### src/rtl/alu_result_stage.sv
// ALU result stage: computes a W-bit ALU op at accept time and holds the
// result plus flags in a 2-entry skid buffer (head drives the outputs, skid
// absorbs one extra entry so in_ready can be a registered signal).
module alu_result_stage #(
  parameter int W = 8
) (
  input  logic         clk,
  input  logic         rst,
  input  logic         in_valid,
  output logic         in_ready,
  input  logic [2:0]   op,
  input  logic [W-1:0] a,
  input  logic [W-1:0] b,
  output logic         out_valid,
  input  logic         out_ready,
  output logic [W-1:0] result,
  output logic         zero,
  output logic         carry,
  output logic         ovf
);

  typedef struct packed {
    logic [W-1:0] res;
    logic         zero;
    logic         carry;
    logic         ovf;
  } entry_t;

  typedef enum logic [1:0] {
    EMPTY = 2'd0,
    ONE   = 2'd1,
    FULL  = 2'd2
  } state_t;

  state_t state_q;
  entry_t head_q, skid_q;
  logic   in_ready_q, out_valid_q;
  entry_t new_d;
  logic   [W:0] sum_d;
  logic   accept, xfer;

  assign accept = in_valid && in_ready_q;
  assign xfer   = out_valid_q && out_ready;

  // ALU: result and flags for the operation currently offered upstream
  always_comb begin
    sum_d     = '0;
    new_d     = '0;
    unique case (op)
      3'b000: new_d.res = a & b;
      3'b001: new_d.res = a | b;
      3'b010: new_d.res = a ^ b;
      3'b011: new_d.res = ~(a | b);
      3'b100: begin
        sum_d       = {1'b0, a} + {1'b0, b};
        new_d.res   = sum_d[W-1:0];
        new_d.carry = sum_d[W];
        new_d.ovf   = (a[W-1] == b[W-1]) && (sum_d[W-1] != a[W-1]);
      end
      3'b101: begin
        // carry set means no borrow, i.e. a >= b unsigned
        sum_d       = {1'b0, a} + {1'b0, ~b} + {{W{1'b0}}, 1'b1};
        new_d.res   = sum_d[W-1:0];
        new_d.carry = sum_d[W];
        new_d.ovf   = (a[W-1] != b[W-1]) && (sum_d[W-1] != a[W-1]);
      end
      3'b110: new_d.res = a;
      default: new_d.res = ~a;
    endcase
    new_d.zero = (new_d.res == '0);
  end

  // Skid-buffer FSM; in_ready/out_valid are registered alongside the state
  always_ff @(posedge clk) begin
    if (rst) begin
      state_q     <= EMPTY;
      head_q      <= '0;
      skid_q      <= '0;
      in_ready_q  <= 1'b1;
      out_valid_q <= 1'b0;
    end else begin
      unique case (state_q)
        EMPTY: begin
          if (accept) begin
            head_q      <= new_d;
            state_q     <= ONE;
            out_valid_q <= 1'b1;
          end
        end
        ONE: begin
          if (accept && xfer) begin
            head_q <= new_d;
          end else if (accept) begin
            skid_q     <= new_d;
            state_q    <= FULL;
            in_ready_q <= 1'b0;
          end else if (xfer) begin
            state_q     <= EMPTY;
            out_valid_q <= 1'b0;
          end
        end
        FULL: begin
          if (xfer) begin
            head_q     <= skid_q;
            state_q    <= ONE;
            in_ready_q <= 1'b1;
          end
        end
        default: begin
          state_q     <= EMPTY;
          in_ready_q  <= 1'b1;
          out_valid_q <= 1'b0;
        end
      endcase
    end
  end

  assign in_ready  = in_ready_q;
  assign out_valid = out_valid_q;
  assign result    = head_q.res;
  assign zero      = head_q.zero;
  assign carry     = head_q.carry;
  assign ovf       = head_q.ovf;

endmodule

### config.mk
export PLATFORM = sky130hd
export DESIGN_NAME = alu_result_stage
export DESIGN_NICKNAME = d
export VERILOG_FILES = /design/src/rtl/alu_result_stage.sv
export SDC_FILE = /design/constraint.sdc
export NUM_CORES = 1
export LEC_CHECK = 0
export BUFFER_PORTS_ARGS = -buffer_cell sky130_fd_sc_hd__buf_4
export CORE_ASPECT_RATIO = 0.6
export CORE_MARGIN = 2
export CORE_UTILIZATION = 65
export CTS_BUF_LIST = sky130_fd_sc_hd__clkbuf_8
export DETAILED_ROUTE_END_ITERATION = 7
export GPL_ROUTABILITY_DRIVEN = 0
export PLACE_DENSITY = 0.88
export SYNTH_ARGS = -nofsm -noshare
export SYNTH_HDL_FRONTEND = slang
export SYNTH_SLANG_ARGS = --single-unit
### constraint.sdc
create_clock -name clk -period 4.8 [get_ports clk]
set_input_delay 0 -clock clk [delete_from_list [all_inputs] [get_ports clk]]
set_output_delay 0 -clock clk [all_outputs]
set_load 0.02 [all_outputs]
### Word-level counts from Yosys, hierarchy flattened

Cells that the tools add are included.

* register bits after elaboration: 26
* input port bits: 23
* output and inout port bits: 13
* word-level logic and storage cells: 78

* add/subtract/negate cells: 3
* eq/ne operators: 20
* muxes and demuxes: 21
* bitwise logic cells: 9
* reduce and logical (&&, ||, !) cells: 14

Operators with widths (number)
* $pmux 8 s7: 1
* $mux 11: 3
* $pmux 11 s3: 1
* $not 8->8: 3
* $add 8x8->9: 2
* $ne 2x2->1 const B: 7
* $reduce_and 4->1: 3
* $mux 2: 5
* $add 9x1->9 const B: 1
* $eq 3x3->1 const B: 3
* $and 8x8->8: 1
* $logic_not 8->1: 1
* $or 8x8->8: 1
* $xor 8x8->8: 1
* $mux 1: 7
* $eq 3x2->1 const B: 2
* $pmux 1 s3: 2
* $pmux 2 s3: 1
* $logic_and 1x1->1: 5
* $reduce_and 5->1: 1
* $pmux 2 s2: 1
* $eq 3x1->1 const B: 1
* $logic_not 3->1: 1
* $ne 1x1->1: 3
* other kinds (8): 10

### Logic depth before layout (Yosys ltp)

Gate-level depths: netlist of run 1.

* depth after elaboration: 8
* mapped depth: 11
* gate-level depth less buffers: 11

### Least setup slack after synthesis of run 1

OpenSTA, ideal clock, no wires.

* kind: input -> register
* start: input a[0]
* end: register head_q (netlist bit zero)
* setup time: 88 ps
* arrival: 2359 ps
* required time: 4712 ps
* path slack: 2353 ps
* stages on the path: 11
* buffers on the path: 0
* path through: inv_1 -> ha_1 -> fa_1 -> and3b_1 -> o211ai_2 -> a41oi_1 -> a311oi_2 -> or4b_1 -> nor4_2 -> nand2_1 -> a311oi_2

* word-level cells in the longest chain between the ends: 6
* elaborated cells on any way between the ends: 13
* those cells by class: 3 x add/sub; 4 x mux; 5 x bitwise; 1 x reduce/logical

RTL lines
* start: declaration: RTL line 12 `input logic [W-1:0] a,`
* $add 8x8->9 or $or 8x8->8 (tied branches): RTL line 62, 51, 53
* $add 9x1->9 or $not 8->8 (tied branches): RTL line 62, 53
* $pmux 8 s7 *: RTL line 49 `unique case (op)`
* $logic_not 8->1 *: RTL line 70 `new_d.zero = (new_d.res == '0);`
* $mux 11, on equally long branches: RTL line 91, 84
* $pmux 11 s3 *: RTL line 82 `unique case (state_q)`
* end signal: assignment: RTL line 85 `head_q <= new_d;`
* end signal: assignment: RTL line 92 `head_q <= new_d;`
* end signal: assignment: RTL line 104 `head_q <= skid_q;`
* end: declaration: RTL line 36 `entry_t head_q, skid_q;`

Mark *: on every way between the ends. The rest lies on a longest branch, timed or not. The select of a mux whose other input is x is not followed.
A chain may end at the register's enable or synchronous reset.

### Final worst setup path of run 1

Ends and elaborated chain as after synthesis.

==> results of run 1 <==
## worst paths after layout
check / startpoint / endpoint / slack [ns] / cells past startpoint
max: a[0] / zero$_SDFFE_PP0P_ / 2.25 / 12
min: rst / result[0]$_SDFFE_PP0P_ / 0.07 / 2
max reg2reg: state_q[1]$_SDFFE_PP0P_ / result[0]$_SDFFE_PP0P_ / 2.79 / 4
min reg2reg: skid_q[1]$_SDFFE_PP0P_ / skid_q[1]$_SDFFE_PP0P_ / 0.46 / 2
## power by group
group          internal, mW  total, mW  switching (mW)
registers             0.244      0.265          0.0207
clock network        0.0735      0.143          0.0693
logic                 0.135      0.329           0.194
## layout by cell type (no fill, tap or decap), types with 7 or more instances in the layout
cell type and count:
a211oi_1 11, a21oi_1 23, buf_4 36, dfxtp_1 26, ha_1 24, inv_1 19
nand2_1 48, nor2_1 41, nor2b_1 7, nor3_1 8, o21ai_0 22, o21bai_1 7
## state kept, by name, summed over array words and instances, names as in the netlist
name and flops:
zero 1, result 8, in_ready 1, ovf 1, state_q 2, carry 1
skid_q 11, out_valid 1
## cells in the mapped netlist (2+ instances only)
master     n  area share [%]
nand2_1   48             6.7
nor2_1    41             5.7
dfxtp_1   26              19
ha_1      24              11
a21oi_1   23             4.3
o21ai_0   22             4.1
inv_1     19             2.6
clkbuf_1  17             2.4
a211oi_1  11             3.1
buf_2      9             1.7
nor3_1     8             1.5
nor2b_1    7             1.6
o21bai_1   7             2.0
mux2i_1    6             2.2
nand2b_1   6             1.4
a311oi_1   5             1.6
and3b_1    5             1.6
nor3b_1    5             1.4
a22oi_1    4             1.1
nand3b_1   4             1.1
o221ai_1   4             1.3
a21o_1     3            0.84
a221oi_1   3            0.98
a32oi_1    3            0.98
nand3_1    3            0.56
o211a_1    3             1.1
o211ai_1   3            0.84
or2_2      3            0.70
a311oi_2   2             1.1
and2_1     2            0.46
fa_1       2             1.5
o311a_1    2            0.74
o311ai_0   2            0.65
o31a_1     2            0.65
o31ai_1    2            0.56
or3_1      2            0.46
xnor2_1    2            0.65
## metal layers
metal	vias to the layer above	wire (um)
li1	1347	-
met1	1247	3220
met2	139	2850
met3	16	562
met4	0	117
met5	-	0
## cells by family (layout without fill, tap and decap cells)
logic type	count (synthesis)	in the layout	share of synthesized area, %
adders and majority gates	26	26	12.6
and+or+nand+nor	141	141	25.5
muxes	8	8	3.07
DFF	26	26	19.3
xor gates and xnor gates	3	3	0.976
AOI/OAI and AO/OA	116	116	31.0
buffers and inverters	48	60	7.53
## layout make-up
cell class	count	area [um^2]	area share [%]
tap	50	62.6	2.11
inverter	19	71.3	2.41
clock buffer	4	55.1	1.86
sequential	26	520	17.6
timing repair buffer	37	280	9.47
multi-input combinational	294	1970	66.6
## critical path: stages
cell and delay (ns):
buf_4 0.10, inv_1 0.06, ha_1 0.23, fa_1 0.41
and3b_1 0.21, o211ai_2 0.18, a41oi_1 0.17, a311oi_2 0.34
or4b_1 0.51, nor4_2 0.20, nand2_1 0.10, a311oi_2 0.24
==> run summary, run 1 <==
Final setup fails: 0
IO Count: 36
DRC viols: 0
Layout net count: 430
Pre-antenna DRT Iters: 5
Vias in the first global route: 2297
Worst-Margin Slew: 1.08 ns
Placed Cells: 425
Met3 usage: 5.67%
Register area share after synthesis: 19.3%
EDFF count, synth: 0
Pre-CTS WS: 2.00 ns
CTS Sinks: 26
GR met2 Demand/Resource: 43.0%
Unrepaired setup endpoints after global routing: no
First-pass GRT wire length: 10.8 mm
Initial drt markers: 231
Final Max Tran Viols: 0
CP Capture Type: flip-flop
Mapped cell area: 0.00269 mm^2
Max_slew headroom: 27.8%
Top FF cell, synth: dfxtp_1
Setup repair bufs after CTS: 0
Root buffer cell: clkbuf_8
P per Cell Area: 249 mW/mm^2
Post-synth cell types: 65
Layout cells sized above 1: 13.4%
Bufs on Longest Clock Path: 2
Die ar.: 0.00469 mm^2
FP Rows: 18
Final Hold Slack: 0.0717 ns
Status: finished clean
Gr ovfl total: 0
CTS tree: done
Cts bufs inserted: 3
CP arrival: 2.75 ns
Vias/cell: 6.39
Fin crit period: 2.55 ns
Setup WS post-layout: 2.25 ns
Resize count post-CTS: 0
Worst EP required: 5.00 ns
Final ANT Viol Nets: 0
Synth Instances: 368
Total power: 0.736 mW
Post-route setup TNS: 0 ns
Die Height: 53.9 um
Busiest grt layer: met1
Syn_nets: 417
Total Wirelength: 6.75 mm
Clock transition at the registers of the reported paths: 0.09 ns
Fin. Hold Viols: 0
Peak supply drop: 0.242 mV
CTS Hold Bufs: 1
IO buf count: 35
Fin area: 0.00296 mm^2
WL/cell: 15.7 um
LEAKAGE: 1.28 nW
CP Class: in2reg
Final-layout fill cell count: 340
HPWL after detailed placement: 4.87 mm
Non-filler cells in the finished layout: 430
P&R area growth vs syn: 9.90%
Core ar.: 0.00403 mm^2
Avg Cell Area, Syn: 7.32 um^2
Ant diodes: 0
Post-layout util: 73.4%
Post-Route Skew: 0.00640 ns
Fmax achieved: 0.391 GHz
Largest net degree at the start of global routing: 41
H-tree depth: 1
Total GRT Usage: 29.3%
Synth warn: 0
Tcrit/Tclk final: 53.2%
Via count: 2749
Max-cap viol count: 0
Initial antenna violation count: 0
CP max FO: 4
Ys async rst share: 0%
Post-DP Area: 0.00289 mm^2
Startpoint Class: input pin
Initial Util: 66.8%
Insertion delay to the later sink of the worst-skew pair: 0.28 ns
Met1 Usage GRT: 44.0%
Worst min path class: in2reg
Die X: 87.1 um
Yosys reg bits: 26
(Power assumes the default switching activity.)
==> run 2, diff against run 1 <==
- CORE_UTILIZATION: 65 -> 60
- PLACE_DENSITY: 0.88 -> 0.83
- clock period: 4.8 -> 2.54 ns (I/O delays scaled with it)
==> run summary, run 2 (synthesis results as in run 1) <==
Root buffer cell: clkbuf_8
Initial drt markers: 371
Sequential Power Share: 34.8%
Insertion delay to the later sink of the worst-skew pair: 0.27 ns
DRC viols: 0
WL/cell: 15.6 um
Post-DP Area: 0.00316 mm^2
Gr ovfl total: 0
CP Capture Type: flip-flop
Initial antenna violation count: 0
Initial Util: 63.9%
Final setup fails: 0
Most common cell after layout, fill and taps aside: buf_4
Status: finished clean
Pre-antenna DRT Iters: 6
Die X: 90.5 um
CP Class: in2reg
Max_slew headroom: 54.5%
Total GRT Usage: 29.0%
Core ar.: 0.00421 mm^2
Peak supply drop: 0.470 mV
Final ANT Viol Nets: 0
P&R area growth vs syn: 21.6%
Worst-Margin Slew: 0.681 ns
Flip-flop count of the largest register after layout: 11
Die ar.: 0.00506 mm^2
P per Cell Area: 441 mW/mm^2
IO Count: 36
Fin. Hold Viols: 0
H-tree depth: 1
Ant diodes: 0
Internal: 0.887 mW
Max-cap viol count: 0
NetSw: 0.557 mW
Clock power share: 15.9%
Via count: 2931
Largest reg by FF count: skid_q
Total power: 1.44 mW
Vias in the first global route: 2592
First-pass GRT wire length: 12.2 mm
Final Max Tran Viols: 0
CP arrival: 2.63 ns
Post-Route Skew: 0.00193 ns
Worst min path class: in2reg
Largest net degree at the start of global routing: 37
Cts bufs inserted: 3
Die Height: 55.9 um
Layout cells sized above 1: 22.8%
CP max FO: 3
IO buf count: 35
Tcrit/Tclk final: 96.2%
Most frequent cells in the layout: 67 x buf_4, 48 x nand2_1, 41 x nor2_1
CTS tree: done
Final Hold Slack: 0.0971 ns
LEAKAGE: 1.43 nW
Startpoint Class: input pin
CTS Sinks: 26
Fin crit period: 2.44 ns
Fmax achieved: 0.409 GHz
Layout net count: 463
FP Rows: 18
Fin area: 0.00327 mm^2
Clock transition at the registers of the reported paths: 0.08 ns
Final-layout fill cell count: 315
Bufs on Longest Clock Path: 2
Worst EP required: 2.73 ns
Vias/cell: 6.21
Total Wirelength: 7.37 mm
Power share of the combinational group: 49.3%
HPWL after detailed placement: 5.51 mm
Sw frac: 38.6%
[run 2: what timing repair did]
action	4_1_cts	5_1_grt
setup endpoints to repair	0	1
setup buffers	0	1
hold buffers	1	0
gates resized for setup	0	17
endpoints found under the hold margin	1	0
[run 2: layout make-up]
class	instances	area, um^2	share of cell area (%)
repair buffers	70	544	16.6
multi-input cells	294	2020	61.7
flip-flops and latches	26	520	15.9
inverters	19	73.8	2.25
clock buffers	3	41.3	1.26
well taps	60	75.1	2.29
[run 2: path summary, 6_finish.rpt]
| check | depth (start not counted) | from | to | slack [ns] |
|---|---|---|---|---|
| min reg2reg | 2 | skid_q[9]$_SDFFE_PP0P_ | skid_q[9]$_SDFFE_PP0P_ | 0.46 |
| min | 2 | rst | result[1]$_SDFFE_PP0P_ | 0.1 |
| max reg2reg | 6 | in_ready$_SDFFE_PP1P_ | result[6]$_SDFFE_PP0P_ | 0.85 |
| max | 11 | b[0] | zero$_SDFFE_PP0P_ | 0.1 |
[run 2: per-stage QoR]
step | setup WS, ns | instances | TNS (ns) | utilization (%)
finish | 0.0960 | 472 | 0 | 77.7
global route | -0.0322 | 472 | -0.0421 | 77.7
CTS | 0.112 | 471 | 0 | 76.2
detailed placement | -0.176 | 467 | -0.233 | 75.0
global placement | -0.0469 | 467 | -0.0469 | 75.0
floorplan | 0.0931 | 368 | 0 | -
[run 2: worst max-delay path: stages]
cell and delay, ns:
buf_4 0.13, ha_2 0.19, fa_2 0.38, a21o_1 0.20, a21oi_2 0.14, mux2i_1 0.20, a32oi_1 0.15, or4b_4 0.58
nor4_4 0.30, nand2_1 0.10, a311oi_2 0.26
[run 2: layer usage]
layer	vias up	wire (um)	global-route usage (%)
li1	1411	-	-
met1	1332	3340	41.7
met2	169	3260	45.7
met3	19	671	5.01
met4	0	104	5.93
met5	-	0	0
[run 2: power groups by stage]
stage	sequential (mW)	combinational [mW]	clock, mW
after floorplan	0.540	0.402	0
after global placement	0.508	0.666	0
after detailed placement	0.511	0.682	0
after CTS	0.502	0.685	0.237
after global routing	0.510	0.778	0.253
final	0.503	0.712	0.229
==> run 3, diff against run 2 <==
- BUFFER_PORTS_ARGS: -buffer_cell sky130_fd_sc_hd__buf_4 -> default
- CORE_UTILIZATION: 60 -> 65
- DONT_BUFFER_PORTS: default -> 1
- PLACE_DENSITY: 0.83 -> 0.81
==> run summary, run 3 (synthesis results as in run 1) <==
Layout net count: 411
Final setup fails: 0
Bufs on Longest Clock Path: 2
Setup repair bufs after CTS: 0
Die X: 87.1 um
Unrepaired setup endpoints after global routing: no
Cts bufs inserted: 3
Total Wirelength: 7.04 mm
Fmax achieved: 0.433 GHz
FP Rows: 18
Gr ovfl total: 0
Most common cell after layout, fill and taps aside: nand2_1
Peak supply drop: 0.529 mV
Total GRT Usage: 30.5%
CP Capture Type: flip-flop
CP arrival: 2.50 ns
Max-cap viol count: 0
IO buf count: 0
Worst min path class: in2reg
Max_slew headroom: 33.9%
Flip-flop count of the largest register after layout: 11
Tcrit/Tclk final: 90.9%
First-pass GRT wire length: 11.3 mm
H-tree depth: 1
Largest net degree at the start of global routing: 41
Clock transition at the registers of the reported paths: 0.09 ns
Vias/cell: 6.56
Max incr delay on CP: 0.53 ns
DRC viols: 0
Via count: 2697
Status: finished clean
Root buffer cell: clkbuf_8
Layout cells sized above 1: 8.59%
HPWL after detailed placement: 5.17 mm
Core ar.: 0.00403 mm^2
Placed Cells: 405
Largest reg by FF count: skid_q
Die ar.: 0.00469 mm^2
Initial antenna violation count: 0
Initial Util: 66.8%
Final Max Tran Viols: 0
Crit-path cells: inv_1 -> ha_1 -> fa_1 -> and3b_1 -> o211ai_2 -> a41oi_1 -> a311oi_2 -> or4b_1 -> nor4_4 -> nand2_1 -> a311oi_2
Insertion delay to the later sink of the worst-skew pair: 0.27 ns
CTS Sinks: 26
Worst EP required: 2.73 ns
CTS tree: done
Final-layout fill cell count: 349
CP Class: in2reg
Startpoint Class: input pin
Initial drt markers: 220
Vias in the first global route: 2342
Non-filler cells in the finished layout: 411
Post-Route Skew: 0.000903 ns
Pre-antenna DRT Iters: 4
LEAKAGE: 1.19 nW
Most frequent cells in the layout: 48 x nand2_1, 41 x nor2_1, 26 x dfxtp_1
Cell mode on critical path: a311oi_2
IO Count: 36
Ant diodes: 0
Worst-Margin Slew: 0.988 ns
Die Height: 53.9 um
Final ANT Viol Nets: 0
Fin. Hold Viols: 0
Post-route setup TNS: 0 ns
CP max FO: 4
P&R area growth vs syn: 5.62%
Fin crit period: 2.31 ns
P per Cell Area: 495 mW/mm^2
WL/cell: 17.1 um
Critical path's slowest cell: or4b_1
[run 3: cell types whose count changed in the layout (fill, tap and decap cells not counted), moves of 2 or more]
cell and change:
fa_2 -2, fa_1 +2, o21ai_0 +2, ha_1 +4, buf_4 -51, ha_2 -3
[run 3: area by class of cell]
class	count	area, um^2	share of cell area (%)
multi-input combinational	294	1980	69.6
tap	50	62.6	2.20
clock buffer	3	41.3	1.45
sequential	26	520	18.3
timing repair buffer	18	140	4.93
clock inverter	1	30.0	1.06
inverter	19	71.3	2.51
[run 3: routing by layer]
metal | global-route usage (%) | part of all wire [%]
met4 | 2.56 | 0.50
met5 | 0 | 0
met3 | 8.28 | 11
met2 | 44.9 | 42
met1 | 46.0 | 47
[run 3: report_power, final]
part / internal, mW / total, mW / switching (mW) / leakage, nW
registers: 0.461 / 0.551 / 0.0899 / 0.213
logic: 0.226 / 0.514 / 0.288 / 0.942
clock network: 0.211 / 0.343 / 0.132 / 0.0357
total: 0.898 / 1.41 / 0.510 / 1.19
[run 3: per-stage QoR]
stage / power (mW) / hold WS, ns / util (%) / instance area, um^2 / worst slack, ns
after detailed placement: 1.05 / 0.0720 / 68.1 / 2740 / -0.0184
after global placement: 1.03 / 0.0710 / 68.1 / 2740 / 0.0487
final: 1.41 / 0.0703 / 70.5 / 2840 / 0.231
after global routing: 1.49 / 0.0887 / 70.5 / 2840 / 0.0221
after CTS: 1.40 / 0.0734 / 70.3 / 2840 / 0.254
after floorplan: 0.942 / 0.100 / - / 2690 / 0.0931
[run 3: timing repair]
item	4_1_cts	5_1_grt
hold endpoints to repair	26	0
setup endpoints to repair	0	1
hold buffers	2	0
gates resized for setup	0	1
[run 3: worst max-delay path, delay by kind of cell]
family                   cells  cell delay, ns
AO/OA/AOI/OAI                4            0.84
adder cells (fa/ha/maj)      2            0.62
AND/OR/NAND/NOR              4            1.00
buffers and inverters        1            0.03
[run 3: worst paths after layout]
| kind | from | slack [ns] | cells past startpoint | to |
|---|---|---|---|---|
| worst max-delay path | a[0] | 0.23 | 11 | zero$_SDFFE_PP0P_ |
| worst max register to register | in_ready$_SDFFE_PP1P_ | 0.63 | 6 | result[1]$_SDFFE_PP0P_ |
| worst min-delay path | in_valid | 0.07 | 4 | in_ready$_SDFFE_PP1P_ |
| worst min register to register | skid_q[7]$_SDFFE_PP0P_ | 0.46 | 2 | skid_q[7]$_SDFFE_PP0P_ |
